$ cat config.mk
export PLATFORM = sky130hd
export DESIGN_NAME = mult_div_unit
export DESIGN_NICKNAME = d
export VERILOG_FILES = /design/src/rtl/mult_div_unit.sv
export SDC_FILE = /design/constraint.sdc
export NUM_CORES = 1
export LEC_CHECK = 0
export CORE_MARGIN = 3
export CORE_UTILIZATION = 55
export DETAILED_ROUTE_END_ITERATION = 10
export PLACE_DENSITY = 0.85
export SYNTH_ARGS = -nofsm -noshare
export SYNTH_HDL_FRONTEND = slang
export SYNTH_SLANG_ARGS = --single-unit
$ cat constraint.sdc
create_clock -name clk -period 3.4 [get_ports clk]
set_input_delay 0.34 -clock clk [delete_from_list [all_inputs] [get_ports clk]]
set_output_delay 0.34 -clock clk [all_outputs]
set_load 0.01 [all_outputs]
$ cat src/rtl/mult_div_unit.sv
// mult_div_unit: iterative MIPS MULT/MULTU/DIV/DIVU with architectural HI/LO registers
module mult_div_unit #(
  parameter int WIDTH = 32
) (
  input  logic             clk,
  input  logic             reset_n,
  input  logic             start,
  input  logic [1:0]       op,
  input  logic [WIDTH-1:0] operandA,
  input  logic [WIDTH-1:0] operandB,
  input  logic             mthi,
  input  logic             mtlo,
  output logic             busy,
  output logic             done,
  output logic [WIDTH-1:0] hi,
  output logic [WIDTH-1:0] lo
);
  localparam int CW = $clog2(WIDTH);
  localparam logic [CW-1:0] LAST = CW'(WIDTH - 1);
  typedef enum logic [1:0] {IDLE, CALC, FIXUP} state_t;
  state_t state, state_n;
  logic [CW-1:0] cnt;
  logic is_div, neg_q, neg_a, b_zero, sa, sb, ge;
  logic [WIDTH-1:0] a_raw, a_mag, b_mag, in_a, in_b, r, q, fix_hi, fix_lo, rem_n;
  logic [WIDTH:0] msum, sh;
  logic [2*WIDTH-1:0] acc, acc_mul, acc_div, prod_fix;
  assign busy = state != IDLE;
  always_comb begin
    sa = !op[0] && operandA[WIDTH-1];
    sb = !op[0] && operandB[WIDTH-1];
    in_a = sa ? -operandA : operandA;
    in_b = sb ? -operandB : operandB;
    // acc holds {partial product, remaining multiplier} or {remainder, dividend/quotient}
    msum = {1'b0, acc[2*WIDTH-1:WIDTH]} + {1'b0, acc[0] ? a_mag : {WIDTH{1'b0}}};
    acc_mul = {msum, acc[WIDTH-1:1]};
    sh = acc[2*WIDTH-1:WIDTH-1];
    ge = sh >= {1'b0, b_mag};
    rem_n = ge ? sh[WIDTH-1:0] - b_mag : sh[WIDTH-1:0];
    acc_div = {rem_n, acc[WIDTH-2:0], ge};
    prod_fix = neg_q ? -acc : acc;
    q = acc[WIDTH-1:0];
    r = acc[2*WIDTH-1:WIDTH];
    fix_hi = !is_div ? prod_fix[2*WIDTH-1:WIDTH] : b_zero ? a_raw : neg_a ? -r : r;
    fix_lo = !is_div ? prod_fix[WIDTH-1:0] : b_zero ? {WIDTH{1'b1}} : neg_q ? -q : q;
    state_n = state == IDLE ? (start ? CALC : IDLE) :
              state == CALC ? (cnt == LAST ? FIXUP : CALC) : IDLE;
  end
  always_ff @(posedge clk or negedge reset_n)
    if (!reset_n) state <= IDLE;
    else state <= state_n;
  always_ff @(posedge clk or negedge reset_n)
    if (!reset_n) begin
      done <= 1'b0;
      hi <= '0;
      lo <= '0;
      cnt <= '0;
      is_div <= 1'b0;
      neg_q <= 1'b0;
      neg_a <= 1'b0;
      b_zero <= 1'b0;
      a_raw <= '0;
      a_mag <= '0;
      b_mag <= '0;
      acc <= '0;
    end else begin
      done <= state == FIXUP;
      if (state == IDLE && start) begin
        is_div <= op[1];
        neg_q <= sa ^ sb;
        neg_a <= sa;
        b_zero <= operandB == '0;
        a_raw <= operandA;
        a_mag <= in_a;
        b_mag <= in_b;
        acc <= {{WIDTH{1'b0}}, op[1] ? in_a : in_b};
        cnt <= '0;
      end else if (state == IDLE) begin
        if (mthi) hi <= operandA;
        if (mtlo) lo <= operandA;
      end else if (state == CALC) begin
        acc <= is_div ? acc_div : acc_mul;
        cnt <= cnt + CW'(1);
      end else begin
        hi <= fix_hi;
        lo <= fix_lo;
      end
    end
endmodule
==> results of run 1 <==
[cell families after synthesis]
logic type / count (synthesis) / share of synthesized area
and+or+nand+nor: 827 / 0.214
xor gates and xnor gates: 177 / 0.0865
adders and majority gates: 72 / 0.0511
AOI/OAI and AO/OA: 685 / 0.237
muxes: 59 / 0.0336
DFF: 235 / 0.328
buffers and inverters: 235 / 0.0499
[where the power goes]
part / switching [mW] / internal, mW / leakage, nW / total [mW]
Clock: 1.32 / 1.78 / 0.455 / 3.10
Combinational: 8.77 / 6.25 / 5.88 / 15.0
Sequential: 1.19 / 4.13 / 2.87 / 5.32
Total: 11.3 / 12.2 / 9.20 / 23.4
[worst paths after layout]
path                             startpoint         to  slack, ns  cells after the start
min in group clk                operandB[1]   b_mag[1]       0.39                      3
max in group asynchronous           reset_n    acc[41]       2.04                      3
worst min-delay path                reset_n     hi[21]       0.37                      2
worst max-delay path                acc[14]     hi[15]       0.13                     10
worst min register to register    a_raw[26]  a_raw[26]       0.48                      2
worst max register to register      acc[14]     hi[15]       0.13                     10
[registers in the layout (all words and copies together) (netlist names)]
name and count:
state 2, a_mag 31, done 1, a_raw 32, cnt 5, neg_a 1, hi 32, b_zero 1
b_mag 32, neg_q 1, acc 64, is_div 1, lo 32
[synth_stat cells (15+ instances only)]
cell	count
nand2_1	413
o21ai_0	261
dfrtp_1	235
clkbuf_1	132
nor2_1	126
a21oi_1	122
xnor2_1	110
inv_1	71
ha_1	70
xor2_1	67
nand3_1	58
mux2i_1	50
o211ai_1	47
o22ai_1	45
and2_1	38
nor3_1	34
or3_1	25
a21o_1	23
nand2b_1	22
a31oi_1	21
buf_1	20
o31ai_1	19
nor4_1	18
nor2b_1	17
a221oi_1	16
a22oi_1	15
nand4_1	15
[area by class of cell]
class,count,area (µm²),share of cell area
Inverter,73,274,0.0128
Sequential cell,235,5880,0.275
Tap cell,435,544,0.0254
Clock buffer,35,777,0.0363
Clock inverter,15,168,0.00782
Multi-Input combinational cell,1820,11300,0.526
Timing Repair Buffer,280,2500,0.117
[repair_timing]
item | CTS | global route
endpoints found under the setup margin | 0 | 20
hold buffers | 1 | 0
gates resized for setup | 0 | 20
hold endpoints to repair | 88 | 0
[worst max-delay path, cell delays in order, from the launching register on]
cell and delay, ns:
dfrtp_1 0.43, or4_4 0.59, or4_4 0.48, nor3_2 0.31, nand3_1 0.20, buf_4 0.25, o21ai_0 0.22, xor2_1 0.10
o211ai_1 0.19, o21ai_0 0.19, o21ai_0 0.19
[stage by stage]
step / utilization / area (µm²) / setup TNS [ns] / setup slack (ns) / std cells
final: 0.674 / 21400 / 0 / 0.128 / 2893
after detailed placement: 0.641 / 20400 / -0.143 / -0.105 / 2842
after global placement: 0.641 / 20400 / 0 / 0.0372 / 2842
after global routing: 0.674 / 21400 / -0.00618 / -0.00531 / 2893
after CTS: 0.671 / 21300 / 0 / 0.0105 / 2893
after floorplan: - / 17900 / 0 / 0.244 / 2290
[layer usage]
metal  share of wire  wire (µm)  global-route usage
met2            0.44      30200               0.592
met3            0.12       8030              0.0877
met4           0.065       4510               0.202
met5         0.00019         13                   0
met1            0.38      26400               0.504
==> run metrics, run 1 <==
status complete, no violations; Vias between 15000 and 20000; DR iter-0 viols 2290; initial core utilization 0.564; Worst-path clk slew 0.06 ns; worst hold slack 0.369 ns; Worst Clk Skew 0.0378 ns; CTS Buffer Depth 3; number of global-route vias before repair between 15000 and 20000; H-Tree Depth 1; GRT overflow 0; crit end category flip-flop; startpoint types flip-flop; Critical Path AT 3.75 ns; die area around 35000 µm²; Post-Syn Nets approximately 2400; vias per cell about 6.6; diode count 0; gr usage total 0.383; Detailed Place HPWL roughly 52 mm; most frequent cells in the layout nand2_1, o21ai_0, dfrtp_1, buf_4, clkdlybuf4s50_1; post-detailed-route count of antenna-violating nets 0; leakage between 9 and 10 nW; Fill cells 2632; # setup viols final 0; max-cap violation count 0; wire length per cell about 24 µm; Routability Congestion a little over 1; CTS sink cnt about 240; HP Class in2async; sequential cell area fraction in the yosys report 0.328; Slew Limit Fails 0; Gate Count Post-Synth ~2300; CTS Buf Count 28; Layout Area Growth over Synthesis 19.6%; commonest non-fill, non-tap cell in the layout nand2_1; Max FO, Critical Path 9; Yosys top cell area share 0.328; drt first pass iters 8; Max-slew headroom 0.327; layout cells sized above 1 0.104; CP required 3.88 ns; nets around 2600; yosys warns 0; largest net degree at the start of global routing about 180; Synth Area per Inst roughly 7.8 µm²; core footprint about 32000 µm²; fin crit share 0.962; Setup Fix Bufs, Post-CTS 0; top cells by area, synth dfrtp_1, nand2_1, o21ai_0; I/O pin count roughly 140; #FFs+latches synth between 200 and 250; Worst-Skew Late Latency around 0.60 ns; Vert. Die Dim between 150 and 200 µm; Max IR drop VDD approximately 0.69 mV; Least-Margin Pin Slew slightly above 1 ns; initial antenna violation count 1; Netlist cell types 81; Power Total ~23 mW; first-pass GRT wire length between 100 and 150 mm; Syn Std Cell Area about 18000 µm²; num rows 65; Top FF cell, synth dfrtp_1; Horiz. Die Dim around 190 µm; Pwr Density between 1000 and 1500 nW/µm²; Max Freq approximately 300 MHz; number of remaining DRC errors 0; root buf cell clkbuf_16; Post-synth EDFFs 0; Tmin final around 3.3 ns; Post-Route WL between 60 and 70 mm; worst setup path category reg2reg; async set or reset register ratio after synthesis 1.00; CTS tree done; Final Hold Vio Count 0; area leader, netlist dfrtp_1; IO buf count between 100 and 150
Note: power is estimated with default switching activity, not from simulation.
==> inputs of run 2 (changes only) <==
--- a/config.mk
+++ b/config.mk
@@ -5,7 +5,7 @@
 export SDC_FILE = /design/constraint.sdc
 export NUM_CORES = 1
 export LEC_CHECK = 0
-export CORE_MARGIN = 3
+export CORE_MARGIN = 8
 export CORE_UTILIZATION = 55
 export DETAILED_ROUTE_END_ITERATION = 10
 export PLACE_DENSITY = 0.85
==> run 2 against run 1 <==
Hold slack improved by 0.037 ns. Utilization fell by 0.80 points. Non-clock buffer count fell by 1. Highest routed layer unchanged. Combinational power barely moved. Power rose by 2.1%. Clock-buffer cell count fell by 2. Critical endpoint is now acc[35]. Largest cell class unchanged. Register-to-register slack got worse by 0.05 ns. Maximum frequency fell by 1.4%. Clock skew fell by 0.015 ns.
==> run metrics, run 2 (synthesis gave the netlist of run 1 again) <==
Worst-Skew Late Latency 0.57 ns (was 0.60 ns); gr usage total 0.345 (was 0.383); Max-slew headroom 0.357 (was 0.327); Largest register FFs 64 (unchanged); Final Hold Vio Count 0 (unchanged); Tmin final 3.32 ns (was 3.27 ns); number of global-route vias before repair 18500 (was 18300); Layout Area Growth over Synthesis 20.0% (was 19.6%); met2 WL post-DR 29.8 mm (was 30.2 mm); Pwr Density 1110 nW/µm² (was 1090 nW/µm²); Largest Register acc (unchanged); M1 wire length 25.6 mm (was 26.4 mm); footprint of the multi-input gates 11300 µm² (about the same); CTS Buf Count 26 (was 28); drt first pass iters 6 (was 8); Least-Margin Pin Slew 0.964 ns (was 1.01 ns); Horiz. Die Dim 197 µm (was 187 µm); I/O pin count 137 (unchanged); CP required 3.85 ns (was 3.88 ns); wire length per cell 23.8 µm (was 23.9 µm); Worst-path clk slew 0.07 ns (was 0.06 ns); crit end category flip-flop (unchanged); first-pass GRT wire length 106 mm (was 105 mm); Final Instance Area 21500 µm² (was 21400 µm²); most frequent cells in the layout nand2_1, o21ai_0, dfrtp_1, buf_4, clkdlybuf4s50_1 (unchanged); Top Metal Used met5 (unchanged); Max IR drop VDD 0.638 mV (was 0.693 mV); Setup TNS Final 0 ns (unchanged); DR iter-0 viols 2440 (was 2290); status complete, no violations (unchanged); Register Area 5890 µm² (was 5880 µm²); Fill cells 2531 (was 2632); layout cells sized above 1 0.105 (was 0.104); max-cap violation count 0 (unchanged); number of remaining DRC errors 0 (unchanged); fin crit share 0.976 (was 0.962); Detailed Place HPWL 51.4 mm (was 52.4 mm); largest net degree at the start of global routing 183 (unchanged); vias per cell 6.61 (was 6.62); Post-Route WL 69.0 mm (was 69.1 mm); root buf cell clkbuf_16 (unchanged); Vert. Die Dim 197 µm (was 187 µm); num rows 66 (was 65); met3 wire length 9.00 mm (was 8.03 mm); Routability Congestion 1.05 (was 1.03); initial core utilization 0.555 (was 0.564); nets 2578 (was 2581); worst setup path category reg2reg (unchanged); IO buf count 136 (unchanged); CTS sink cnt 235 (unchanged); die area 38600 µm² (was 34800 µm²); Max FO, Critical Path 17 (was 9); post-detailed-route count of antenna-violating nets 0 (unchanged); Worst Clk Skew 0.0224 ns (was 0.0378 ns); Max Freq 301 MHz (was 306 MHz); startpoint types flip-flop (unchanged); # setup viols final 0 (unchanged); HP Class in2async (unchanged); H-Tree Depth 1 (unchanged); Vias 19200 (about the same); CTS Buffer Depth 3 (unchanged); Slew Limit Fails 0 (unchanged); leakage 9.20 nW (about the same); GRT overflow 0 (unchanged); commonest non-fill, non-tap cell in the layout nand2_1 (unchanged); core footprint 32300 µm² (was 31800 µm²); initial antenna violation count 1 (unchanged); fin util 0.666 (was 0.674); Critical Path AT 3.77 ns (was 3.75 ns); Area after DPL 20300 µm² (was 20400 µm²); CTS tree done (unchanged)
## run 2: changes by cell type in the layout (fill, tap and decap cells not counted), moves of 3 or more
cell / change
inv_1: -4
clkinv_2: -3
o21ai_0: -3
bufinv_16: +5
inv_2: +4
## run 2: metrics by stage
step / total power, mW / worst slack, ns / instances / hold slack, ns
6_report: 23.9 / 0.0815 / 2898 / 0.405
5_1_grt: 25.3 / -0.00147 / 2896 / 0.492
4_1_cts: 23.2 / 0.00622 / 2890 / 0.451
3_5_place_dp: 19.8 / -0.0513 / 2842 / 0.455
3_3_place_gp: 19.3 / 0.129 / 2842 / 0.452
2_1_floorplan: 14.6 / 0.244 / 2290 / 0.0444
## run 2: report_power, final
group	total, mW	leakage [nW]	internal, mW	switching [mW]
registers	5.40	2.87	4.13	1.27
logic	15.2	5.85	6.42	8.80
clock network	3.30	0.479	2.03	1.27
total	23.9	9.20	12.6	11.3
## run 2: worst paths after layout
kind                             start   endpoint  slack [ns]  depth (start not counted)
hold / removal                 reset_n  b_mag[11]        0.41                          2
setup reg to reg               acc[50]    acc[35]        0.08                         13
min in group clk           operandB[0]   b_mag[0]        0.45                          3
setup / recovery               acc[50]    acc[35]        0.08                         13
hold reg to reg              a_raw[12]  a_raw[12]        0.47                          2
max in group asynchronous      reset_n  a_raw[25]        2.07                          3
## run 2: critical path, cell delays in order (launching register included)
cell and delay, ns:
dfrtp_1 0.50, ha_1 0.42, and2_1 0.25, nand3_1 0.10, nor4_1 0.50, and3_1 0.31
a2111oi_4 0.05, buf_4 0.15, o41ai_4 0.05, buf_4 0.22, buf_12 0.16, o21a_1 0.13
o21ai_0 0.07, a32o_1 0.28
## run 2: layer usage
layer / vias up / global-route usage
met1: 9009 / 0.440
met3: 331 / 0.0986
met5: - / 0
met4: 2 / 0.190
li1: 8437 / -
met2: 1391 / 0.525
## run 2: final cells by class
| class | count | share of cell area |
|---|---|---|
| Antenna cell | 2 | 0.000233 |
| Timing Repair Buffer | 279 | 0.116 |
| Clock inverter | 14 | 0.0130 |
| Tap cell | 442 | 0.0257 |
| Multi-Input combinational cell | 1820 | 0.525 |
| Clock buffer | 33 | 0.0334 |
| Sequential cell | 235 | 0.274 |
| Inverter | 73 | 0.0127 |
## run 2: what timing repair did
action	CTS	global route
setup endpoints to repair	5	27
cloned	0	0
gates resized for setup	2	28
hold endpoints to repair	103	0
hold buffers	1	0
pin swaps	1	5
setup buffers	0	6
